===== config.mk =====
export PLATFORM = sky130hd
export DESIGN_NAME = urv_rf_wport_sched
export DESIGN_NICKNAME = d
export VERILOG_FILES = /design/src/rtl/urv_rf_wport_sched_pkg.sv /design/src/rtl/urv_rf_scoreboard.sv /design/src/rtl/urv_rf_wport_sched.sv
export SDC_FILE = /design/constraint.sdc
export NUM_CORES = 1
export LEC_CHECK = 0
export CORE_AREA = 3 3 88 90
export CTS_CLUSTER_DIAMETER = 40
export CTS_CLUSTER_SIZE = 25
export DETAILED_ROUTE_END_ITERATION = 8
export DIE_AREA = 0 0 91 93
export MAX_ROUTING_LAYER = met4
export PLACE_DENSITY = 0.87
export SETUP_SLACK_MARGIN = 0.4
export SLEW_MARGIN = 20
export SYNTH_ARGS = -nofsm -noshare
export SYNTH_HDL_FRONTEND = slang
export SYNTH_SLANG_ARGS = --single-unit

===== constraint.sdc =====
create_clock -name clk_i -period 4.5 [get_ports clk_i]
set_clock_uncertainty 0.1 [all_clocks]
set_input_delay 0.675 -clock clk_i [delete_from_list [all_inputs] [get_ports clk_i]]
set_output_delay 0.675 -clock clk_i [all_outputs]
set_load 0.02 [all_outputs]

===== src/rtl/urv_rf_wport_sched_pkg.sv =====
// -----------------------------------------------------------------------------
// urv_rf_wport_sched_pkg
// Shared definitions for the register-file write-port scheduler:
//   - XLEN / register index width / register count
//   - requester encoding used by the write-port arbiter (grant_e)
//   - small helper to recognise the hard-wired zero register
// No ports (package).
// -----------------------------------------------------------------------------
package urv_rf_wport_sched_pkg;

  localparam int XLEN  = 32;
  localparam int REG_W = 5;
  localparam int NREGS = 32;

  typedef enum logic [1:0] {
    GRANT_NONE  = 2'd0,
    GRANT_PIPE  = 2'd1,
    GRANT_MULTI = 2'd2,
    GRANT_DBG   = 2'd3
  } grant_e;

  // x0 is never written and never tracked.
  function automatic logic is_x0(input logic [REG_W-1:0] idx);
    return (idx == {REG_W{1'b0}});
  endfunction

endpackage


===== src/rtl/urv_rf_scoreboard.sv =====
// -----------------------------------------------------------------------------
// urv_rf_scoreboard
// Pending-result mask for x1..x31 plus the decode hazard lookup.
// Ports:
//   clk_i, rst_i        clock, asynchronous active-low reset
//   set_i, set_rd_i     multi-cycle issue: mark destination pending
//   clr_i, clr_rd_i     multi-cycle transfer: clear destination
//   rs1_i, rs2_i, rd_i  decode-stage operand indices
//   hazard_o            any decode operand is pending (combinational)
// -----------------------------------------------------------------------------
module urv_rf_scoreboard
  import urv_rf_wport_sched_pkg::*;
(
  input  logic             clk_i,
  input  logic             rst_i,
  input  logic             set_i,
  input  logic [REG_W-1:0] set_rd_i,
  input  logic             clr_i,
  input  logic [REG_W-1:0] clr_rd_i,
  input  logic [REG_W-1:0] rs1_i,
  input  logic [REG_W-1:0] rs2_i,
  input  logic [REG_W-1:0] rd_i,
  output logic             hazard_o
);

  logic [NREGS-1:1] pending_r;
  logic [NREGS-1:1] pending_nxt_s;
  logic [NREGS-1:0] set_vec_s;
  logic [NREGS-1:0] clr_vec_s;
  logic [NREGS-1:0] pending_full_s;

  // One-hot set/clear vectors; clear is applied before set so set wins.
  always_comb begin
    set_vec_s     = {NREGS{1'b0}};
    clr_vec_s     = {NREGS{1'b0}};
    if (set_i && !is_x0(set_rd_i)) begin
      set_vec_s[set_rd_i] = 1'b1;
    end else begin
      set_vec_s = {NREGS{1'b0}};
    end
    if (clr_i && !is_x0(clr_rd_i)) begin
      clr_vec_s[clr_rd_i] = 1'b1;
    end else begin
      clr_vec_s = {NREGS{1'b0}};
    end
    pending_nxt_s = (pending_r & ~clr_vec_s[NREGS-1:1]) | set_vec_s[NREGS-1:1];
  end

  // Pending mask register.
  always_ff @(posedge clk_i or negedge rst_i) begin
    if (!rst_i) begin
      pending_r <= {(NREGS-1){1'b0}};
    end else begin
      pending_r <= pending_nxt_s;
    end
  end

  // Bit 0 is a constant zero so index 0 never reports a hazard.
  assign pending_full_s = {pending_r, 1'b0};
  assign hazard_o = pending_full_s[rs1_i] | pending_full_s[rs2_i] | pending_full_s[rd_i];

endmodule


===== src/rtl/urv_rf_wport_sched.sv =====
// -----------------------------------------------------------------------------
// urv_rf_wport_sched
// Shares the single register-file write port between pipeline writeback
// (highest priority, never refused), the multi-cycle unit and the debug port
// (lowest priority). Tracks outstanding multi-cycle destinations and stalls
// decode on hazards; freezes the pipeline when a multi-cycle result has been
// refused STARVE_MAX cycles in a row.
// Optional feature: `define URV_RF_DEBUG_PORT_EN enables debug arbitration;
// without it the dbg_* inputs are ignored and dbg_ack_o is tied low.
// Ports:
//   clk_i, rst_i                         clock, async active-low reset
//   w_we_i, w_rd_i, w_value_i            pipeline writeback request
//   m_issue_i, m_issue_rd_i              multi-cycle issue (scoreboard set)
//   m_valid_i, m_rd_i, m_value_i         multi-cycle result
//   m_ready_o                            multi-cycle result accepted
//   dbg_req_i, dbg_rd_i, dbg_value_i     debug write request (held to ack)
//   dbg_ack_o                            one-cycle debug acknowledge
//   d_rs1_i, d_rs2_i, d_rd_i, d_stall_o  decode hazard lookup / stall
//   hold_pipe_o                          freeze pipeline writeback
//   rf_rd_o, rf_value_o, rf_store_o      register-file write port
// -----------------------------------------------------------------------------
module urv_rf_wport_sched
  import urv_rf_wport_sched_pkg::*;
#(
  parameter int STARVE_MAX = 4
) (
  input  logic             clk_i,
  input  logic             rst_i,
  input  logic             w_we_i,
  input  logic [REG_W-1:0] w_rd_i,
  input  logic [XLEN-1:0]  w_value_i,
  input  logic             m_issue_i,
  input  logic [REG_W-1:0] m_issue_rd_i,
  input  logic             m_valid_i,
  input  logic [REG_W-1:0] m_rd_i,
  input  logic [XLEN-1:0]  m_value_i,
  output logic             m_ready_o,
  input  logic             dbg_req_i,
  input  logic [REG_W-1:0] dbg_rd_i,
  input  logic [XLEN-1:0]  dbg_value_i,
  output logic             dbg_ack_o,
  input  logic [REG_W-1:0] d_rs1_i,
  input  logic [REG_W-1:0] d_rs2_i,
  input  logic [REG_W-1:0] d_rd_i,
  output logic             d_stall_o,
  output logic             hold_pipe_o,
  output logic [REG_W-1:0] rf_rd_o,
  output logic [XLEN-1:0]  rf_value_o,
  output logic             rf_store_o
);

  localparam int CNT_W = $clog2(STARVE_MAX + 1);
  localparam logic [CNT_W-1:0] CNT_MAX = CNT_W'(STARVE_MAX);
  localparam logic [CNT_W-1:0] CNT_ONE = CNT_W'(1);

  grant_e           grant_s;
  logic             m_xfer_s;
  logic             m_refused_s;
  logic             dbg_gnt_s;
  logic [REG_W-1:0] win_rd_s;
  logic [XLEN-1:0]  win_value_s;
  logic [CNT_W-1:0] cnt_r;
  logic [CNT_W-1:0] cnt_nxt_s;
  logic             hold_r;
  logic             hold_nxt_s;
  logic             hazard_s;

  assign m_ready_o   = m_valid_i & ~w_we_i;
  assign m_xfer_s    = m_valid_i & m_ready_o;
  assign m_refused_s = m_valid_i & w_we_i;

`ifdef URV_RF_DEBUG_PORT_EN
  logic dbg_ack_r;

  // The ack cycle blocks a re-grant while the requester is still dropping req.
  assign dbg_gnt_s = dbg_req_i & ~w_we_i & ~m_valid_i & ~dbg_ack_r;

  // Debug acknowledge, one cycle after the grant cycle.
  always_ff @(posedge clk_i or negedge rst_i) begin
    if (!rst_i) begin
      dbg_ack_r <= 1'b0;
    end else begin
      dbg_ack_r <= dbg_gnt_s;
    end
  end

  assign dbg_ack_o = dbg_ack_r;
`else
  logic unused_dbg_req_s;

  assign unused_dbg_req_s = dbg_req_i;
  assign dbg_gnt_s        = 1'b0;
  assign dbg_ack_o        = 1'b0;
`endif

  // Fixed-priority arbitration: pipeline, then multi-cycle, then debug.
  always_comb begin
    grant_s = GRANT_NONE;
    if (w_we_i) begin
      grant_s = GRANT_PIPE;
    end else if (m_valid_i) begin
      grant_s = GRANT_MULTI;
    end else if (dbg_gnt_s) begin
      grant_s = GRANT_DBG;
    end else begin
      grant_s = GRANT_NONE;
    end
  end

  // Write-port data mux for the winning requester.
  always_comb begin
    win_rd_s    = {REG_W{1'b0}};
    win_value_s = {XLEN{1'b0}};
    case (grant_s)
      GRANT_PIPE: begin
        win_rd_s    = w_rd_i;
        win_value_s = w_value_i;
      end
      GRANT_MULTI: begin
        win_rd_s    = m_rd_i;
        win_value_s = m_value_i;
      end
      GRANT_DBG: begin
        win_rd_s    = dbg_rd_i;
        win_value_s = dbg_value_i;
      end
      default: begin
        win_rd_s    = {REG_W{1'b0}};
        win_value_s = {XLEN{1'b0}};
      end
    endcase
  end

  // A winner targeting x0 is consumed but produces no store.
  assign rf_rd_o    = win_rd_s;
  assign rf_value_o = win_value_s;
  assign rf_store_o = (grant_s != GRANT_NONE) & ~is_x0(win_rd_s);

  // Starvation counter and hold: hold rises on the edge the counter reaches
  // STARVE_MAX and stays until a multi-cycle result actually transfers.
  always_comb begin
    cnt_nxt_s  = cnt_r;
    hold_nxt_s = hold_r;
    if (m_refused_s) begin
      cnt_nxt_s = (cnt_r == CNT_MAX) ? cnt_r : (cnt_r + CNT_ONE);
    end else begin
      cnt_nxt_s = {CNT_W{1'b0}};
    end
    if (m_xfer_s) begin
      hold_nxt_s = 1'b0;
    end else if (cnt_nxt_s == CNT_MAX) begin
      hold_nxt_s = 1'b1;
    end else begin
      hold_nxt_s = hold_r;
    end
  end

  // Starvation state registers.
  always_ff @(posedge clk_i or negedge rst_i) begin
    if (!rst_i) begin
      cnt_r  <= {CNT_W{1'b0}};
      hold_r <= 1'b0;
    end else begin
      cnt_r  <= cnt_nxt_s;
      hold_r <= hold_nxt_s;
    end
  end

  assign hold_pipe_o = hold_r;

  urv_rf_scoreboard u_scoreboard (
    .clk_i    (clk_i),
    .rst_i    (rst_i),
    .set_i    (m_issue_i),
    .set_rd_i (m_issue_rd_i),
    .clr_i    (m_xfer_s),
    .clr_rd_i (m_rd_i),
    .rs1_i    (d_rs1_i),
    .rs2_i    (d_rs2_i),
    .rd_i     (d_rd_i),
    .hazard_o (hazard_s)
  );

  assign d_stall_o = hazard_s | hold_r;

endmodule


=== Word level (Yosys, flattened, before mapping) ===
Cells that the tools add are included.

* Register bits: 35
* Input bits: 137
* Output and inout bits: 42
* Logic and storage cells: 59

* Add/sub/neg operators: 1
* Order comparisons: 7
* Equal/unequal tests: 5
* Multiplexer cells: 20
* Bitwise logic cells: 12
* Reduce and logical (&&, ||, !) cells: 11

{| class="wikitable"
|+ Operators with widths
! kind !! count
|-
| 32-bit case mux with 3 select lines || 1
|-
| 32-bit 2-to-1 mux || 2
|-
| 31-bit AND || 1
|-
| 31-bit NOT || 1
|-
| 31-bit bitwise OR || 1
|-
| 5-bit by 6-bit less-than comparator with 1-bit output, second input constant || 5
|-
| 1-bit binary-select mux with 5-bit select || 3
|-
| 5-bit zero test || 3
|-
| 5-bit case mux with 3 select lines || 1
|-
| 1-bit demux with 5-bit select || 2
|-
| 5-bit by 1-bit >= comparator with 1-bit output, second input constant || 2
|-
| 1-bit 2-to-1 mux || 7
|-
| 3-bit equality test, second input constant || 2
|-
| 3-bit 2-to-1 mux || 2
|-
| 1-bit AND || 4
|-
| 2-bit equality test, second input constant || 2
|-
| 1-bit logical AND || 4
|-
| 2-bit 2-to-1 mux || 2
|-
| 2-bit nonzero test || 2
|-
| 3-bit by 1-bit adder with 3-bit output, second input constant || 1
|-
| 1-bit bitwise OR || 3
|-
| 2-bit by 1-bit equality test with 1-bit output, second input constant || 1
|-
| 1-bit zero test || 2
|-
| 1-bit NOT || 2
|}

=== Longest topological paths before layout ===
* Depth after elaboration: 8
* Mapped depth: 7
* Mapped depth without buffers: 7

=== By module ===
Synthesis repeated with hierarchy kept, for this count alone.

* Cell total of the unflattened synthesis: 279
* Area, all modules: 2778.9 µm²

{| class="wikitable"
|+ Modules (own cells, without submodules)
! module !! times used !! cells each !! area an instance (µm²) !! seq. area each (µm²)
|-
| urv_rf_scoreboard || 1 || 204 || 2154.6 || 775.7
|-
| urv_rf_wport_sched || 1 || 75 || 624.3 || 100.1
|}

=== Worst setup path before layout ===
OpenSTA, ideal clock, no wires.

* Path type: input -> output
* Start: in d_rd_i[1]
* End: out d_stall_o
* Arrival time: 2.080 ns
* Data required time: 3.725 ns
* Setup slack: 1.645 ns
* Stages: 6
* Buffers on the path: 1
* Path through: buf_6 mux4_2 mux2i_1 o21ai_1 a2111oi_1 nand3_1

* Word-level cells in the longest chain between the ends: 4

{| class="wikitable"
|+ Ends and longest elaborated chain
! what !! RTL line !! text
|-
| start, declared || urv_rf_wport_sched.sv:44 || <nowiki>input logic [REG_W-1:0] d_rd_i,</nowiki>
|-
| 1-bit binary-select mux with 5-bit select || urv_rf_scoreboard.sv:60 || <nowiki>assign hazard_o = pending_full_s[rs1_i] | pending_full_s[rs2_i] | pending_full_s[rd_i];</nowiki>
|-
| 1-bit 2-to-1 mux (implied by the code) || urv_rf_scoreboard.sv:60 ||
|-
| 1-bit bitwise OR || urv_rf_scoreboard.sv:60 ||
|-
| 1-bit bitwise OR || urv_rf_wport_sched.sv:184 || <nowiki>assign d_stall_o = hazard_s | hold_r;</nowiki>
|-
| end, declared || urv_rf_wport_sched.sv:45 || <nowiki>output logic d_stall_o,</nowiki>
|}

No other way between the ends. The select of a mux whose other input is x is not followed.

=== Worst setup path in the final report ===
Same ends and word-level chain as after synthesis.

==> impl_metrics.py <==
metrics = {
    "global_route": {
        "grt-busiest-layer": "met2",
        "grt_pass1_vias": 3345,
        "grt_max_degree": 49,
        "antenna_found_initial": 1,
        "grt_use_total": 0.248,
        "grt-ovfl-total": 0,
        "grt_use_met2": 0.404,
        "met1_usage": 0.291,
        "grt_pass1_wl_mm": 16.3,
        "grt_use_met3": 0.0507,
    },
    "cells_and_area": {
        "n_fill_cell": 620,
        "seq_area_sq_um": 876,
        "fin_area_sq_um": 4430,
        "drive_gt1_frac": 0.0735,
        "syn2layout_area_growth_pct": 53.0,
        "nNetsFinal": 614,
        "multi_input_area_sq_um": 1850,
    },
    "critical_path": {
        "worst_path_largest_cell_delay_ns": 0.66,
        "cp.required_ns": 3.72,
        "worstPathArrival_ns": 3.19,
        "critPathMaxFanout": 6,
        "criticalPathCategory": "in -> out",
        "path_cells": "clkdlybuf4s50_1 -> mux4_2 -> mux2i_1 -> o21ai_1 -> a2111oi_1 -> nand3_1 -> clkdlybuf4s50_1",
        "crit_path_start_kind": "primary input",
        "crit_path_end_kind": "output pin",
        "critPathSlowestCell": "clkdlybuf4s50_1",
        "cp_top_family": "buffers and inverters",
        "crit_buf_inv": 2,
        "crit_top_cell": "clkdlybuf4s50_1",
    },
    "detailed_routing": {
        "route.detailed.drc": 0,
        "wl_mm": 10.4,
        "drtPass1Iterations": 5,
        "antenna_left": 0,
        "num_vias": 3305,
        "vias_per_cell": 5.74,
        "drt_iter0_markers": 321,
        "wl_per_cell_um": 18.0,
    },
    "timing": {
        "drv_slew": 0,
        "relSlewSlack": 0.541,
        "worstMarginPinSlew_ns": 0.688,
        "min_period_over_period": 0.882,
        "rsz0062_at_grt": "no",
        "fmax_mhz": 252,
        "report.final.hold_viol_count": 0,
        "post-route-min-period_ns": 3.97,
        "finalSetupViolations": 0,
        "fin_tns_setup_ns": 0,
    },
    "synth": {
        "yosysMostFrequentCell": "o21ai_0",
        "netlist_area_sq_um": 2890,
        "ys.flop_type": "dfrtp_1",
        "ys_seq_area_frac": 0.303,
        "post_synth_main_area_contributors": "dfrtp_1 (30%), o21ai_0 (16%), mux4_2 (11%)",
        "ys_top_cells_by_count": "o21ai_0 (94), nand2_1 (77), dfrtp_1 (35)",
        "synth_edf_count": 0,
        "synth_area_per_cell_sq_um": 8.29,
        "post_synth_num_cell_types": 43,
        "async_flop_share": 1.00,
        "syn_inst": 349,
        "netlist.area_leader.share": 0.303,
        "synth_fp_nets": 488,
        "ys_warn_count": 0,
        "synth_seq_cells": 35,
        "yosysTopAreaCell": "dfrtp_1",
    },
    "placement": {
        "dp_hpwl_mm": 8.19,
        "port_buffers": 139,
        "place.gp.congestion": 0.909,
        "placed_cell_area_sq_um": 4300,
    },
    "clocking": {
        "clkTransAtPathRegs_ns": 0.07,
        "cts_buffers": 5,
        "cts_setup_buffers": 0,
        "cts_num_sinks": 35,
        "htreeDepth": 2,
        "insertion_delay_ns": 0.29,
        "cts_tree": "yes",
        "clockBufferDepth": 2,
        "root_buffer": "clkbuf_8",
        "cts_hold_buf": 0,
    },
    "die": {
        "fp.dieArea_sq_um": 8460,
        "row_count": 31,
        "fp.dieH_um": 93,
        "start_util": 0.405,
        "core_sq_um": 7140,
        "ios": 179,
        "die_x_um": 91,
    },
    "pwr": {
        "cellPowerDensity_nw_per_um2": 277,
        "ir_drop_v": 0.000147,
        "leakagePower_nw": 1.71,
        "power_mw": 1.23,
    },
    "flow_run": {
        "maxCapViolCount": 0,
    },
    "min_path": {
        "hp-class": "reg -> reg",
    },
    "run_status": {
        "outcome": "completed",
    },
}
[state kept, by name, indices dropped and copies added (netlist names)]
signal / count
u_scoreboard.pending_r: 31
cnt_r: 3
hold_pipe_o: 1
[where the power goes]
group / total, mW / leakage [nW] / internal, mW / switching [mW]
sequential: 0.459 / 0.425 / 0.383 / 0.0769
combinational: 0.476 / 1.23 / 0.268 / 0.208
clock: 0.292 / 0.0612 / 0.179 / 0.113
total: 1.23 / 1.71 / 0.829 / 0.398
[stage by stage]
stage	worst slack, ns	util	instances	hold WS [ns]
final	0.532	0.620	576	0.424
after global routing	0.457	0.620	576	0.454
after CTS	0.466	0.620	575	0.426
after detailed placement	0.471	0.603	567	0.421
after global placement	0.498	0.603	567	0.407
after floorplan	1.65	-	349	0.279
[cells by family after synthesis]
logic type      share of synthesized area
other cells                       0.00130
xor+xnor                          0.00303
simple gates                        0.216
flops                               0.303
mux                                 0.185
fa+ha+maj                         0.00865
buf+inv                            0.0562
compound gates                      0.227
[cell usage in the layout (no fill, tap or decap), types with 3 or more instances in the layout]
cell type / instances
dfrtp_1: 35
a22o_1: 5
nor3b_1: 3
mux2i_1: 8
nand3_1: 8
a2111oi_0: 5
clkbuf_8: 6
nor2b_1: 10
nor3_1: 4
clkdlybuf4s50_1: 137
nand2b_1: 8
inv_1: 7
or2_0: 3
mux4_2: 14
buf_4: 5
a211oi_1: 3
nand3b_1: 3
mux4_1: 4
nor2_1: 5
o21ai_0: 94
mux2_2: 3
nand2_1: 77
a31oi_1: 3
[final timing paths]
| check | startpoint | to | slack, ns | cells after the start |
|---|---|---|---|---|
| setup / recovery | d_rd_i[1] | d_stall_o | 0.53 | 7 |
| hold / removal | cnt_r[2]$_DFF_PN0_ | cnt_r[2]$_DFF_PN0_ | 0.42 | 1 |
| setup reg to reg | cnt_r[0]$_DFF_PN0_ | hold_pipe_o$_DFFE_PN0P_ | 2.99 | 7 |
| hold reg to reg | cnt_r[2]$_DFF_PN0_ | cnt_r[2]$_DFF_PN0_ | 0.42 | 1 |
| max in group asynchronous | rst_i | u_scoreboard.pending_r[17]$_DFF_PN0_ | 3.30 | 2 |
| min in group asynchronous | rst_i | u_scoreboard.pending_r[29]$_DFF_PN0_ | 0.69 | 2 |
[layout make-up]
class / count / share of cell area
multi-input cells: 282 / 0.419
repair buffers: 144 / 0.322
flip-flops and latches: 35 / 0.198
well taps: 99 / 0.0280
clock buffers: 6 / 0.0187
clock inverters: 2 / 0.00791
inverters: 7 / 0.00594
diodes: 1 / 0.000565
[layer usage]
| metal | vias to the layer above | wire length, um |
|---|---|---|
| li1 | 1527 | - |
| met1 | 1523 | 4040 |
| met2 | 219 | 5070 |
| met3 | 36 | 799 |
| met4 | 0 | 442 |
| met5 | - | 0 |
[repair_timing]
| action | CTS | global route |
|---|---|---|
| setup endpoints to repair | 0 | 1 |
| resized for setup | 0 | 1 |
| endpoints found under the hold margin | 0 | 0 |
Note: power is estimated with default switching activity, not from simulation.
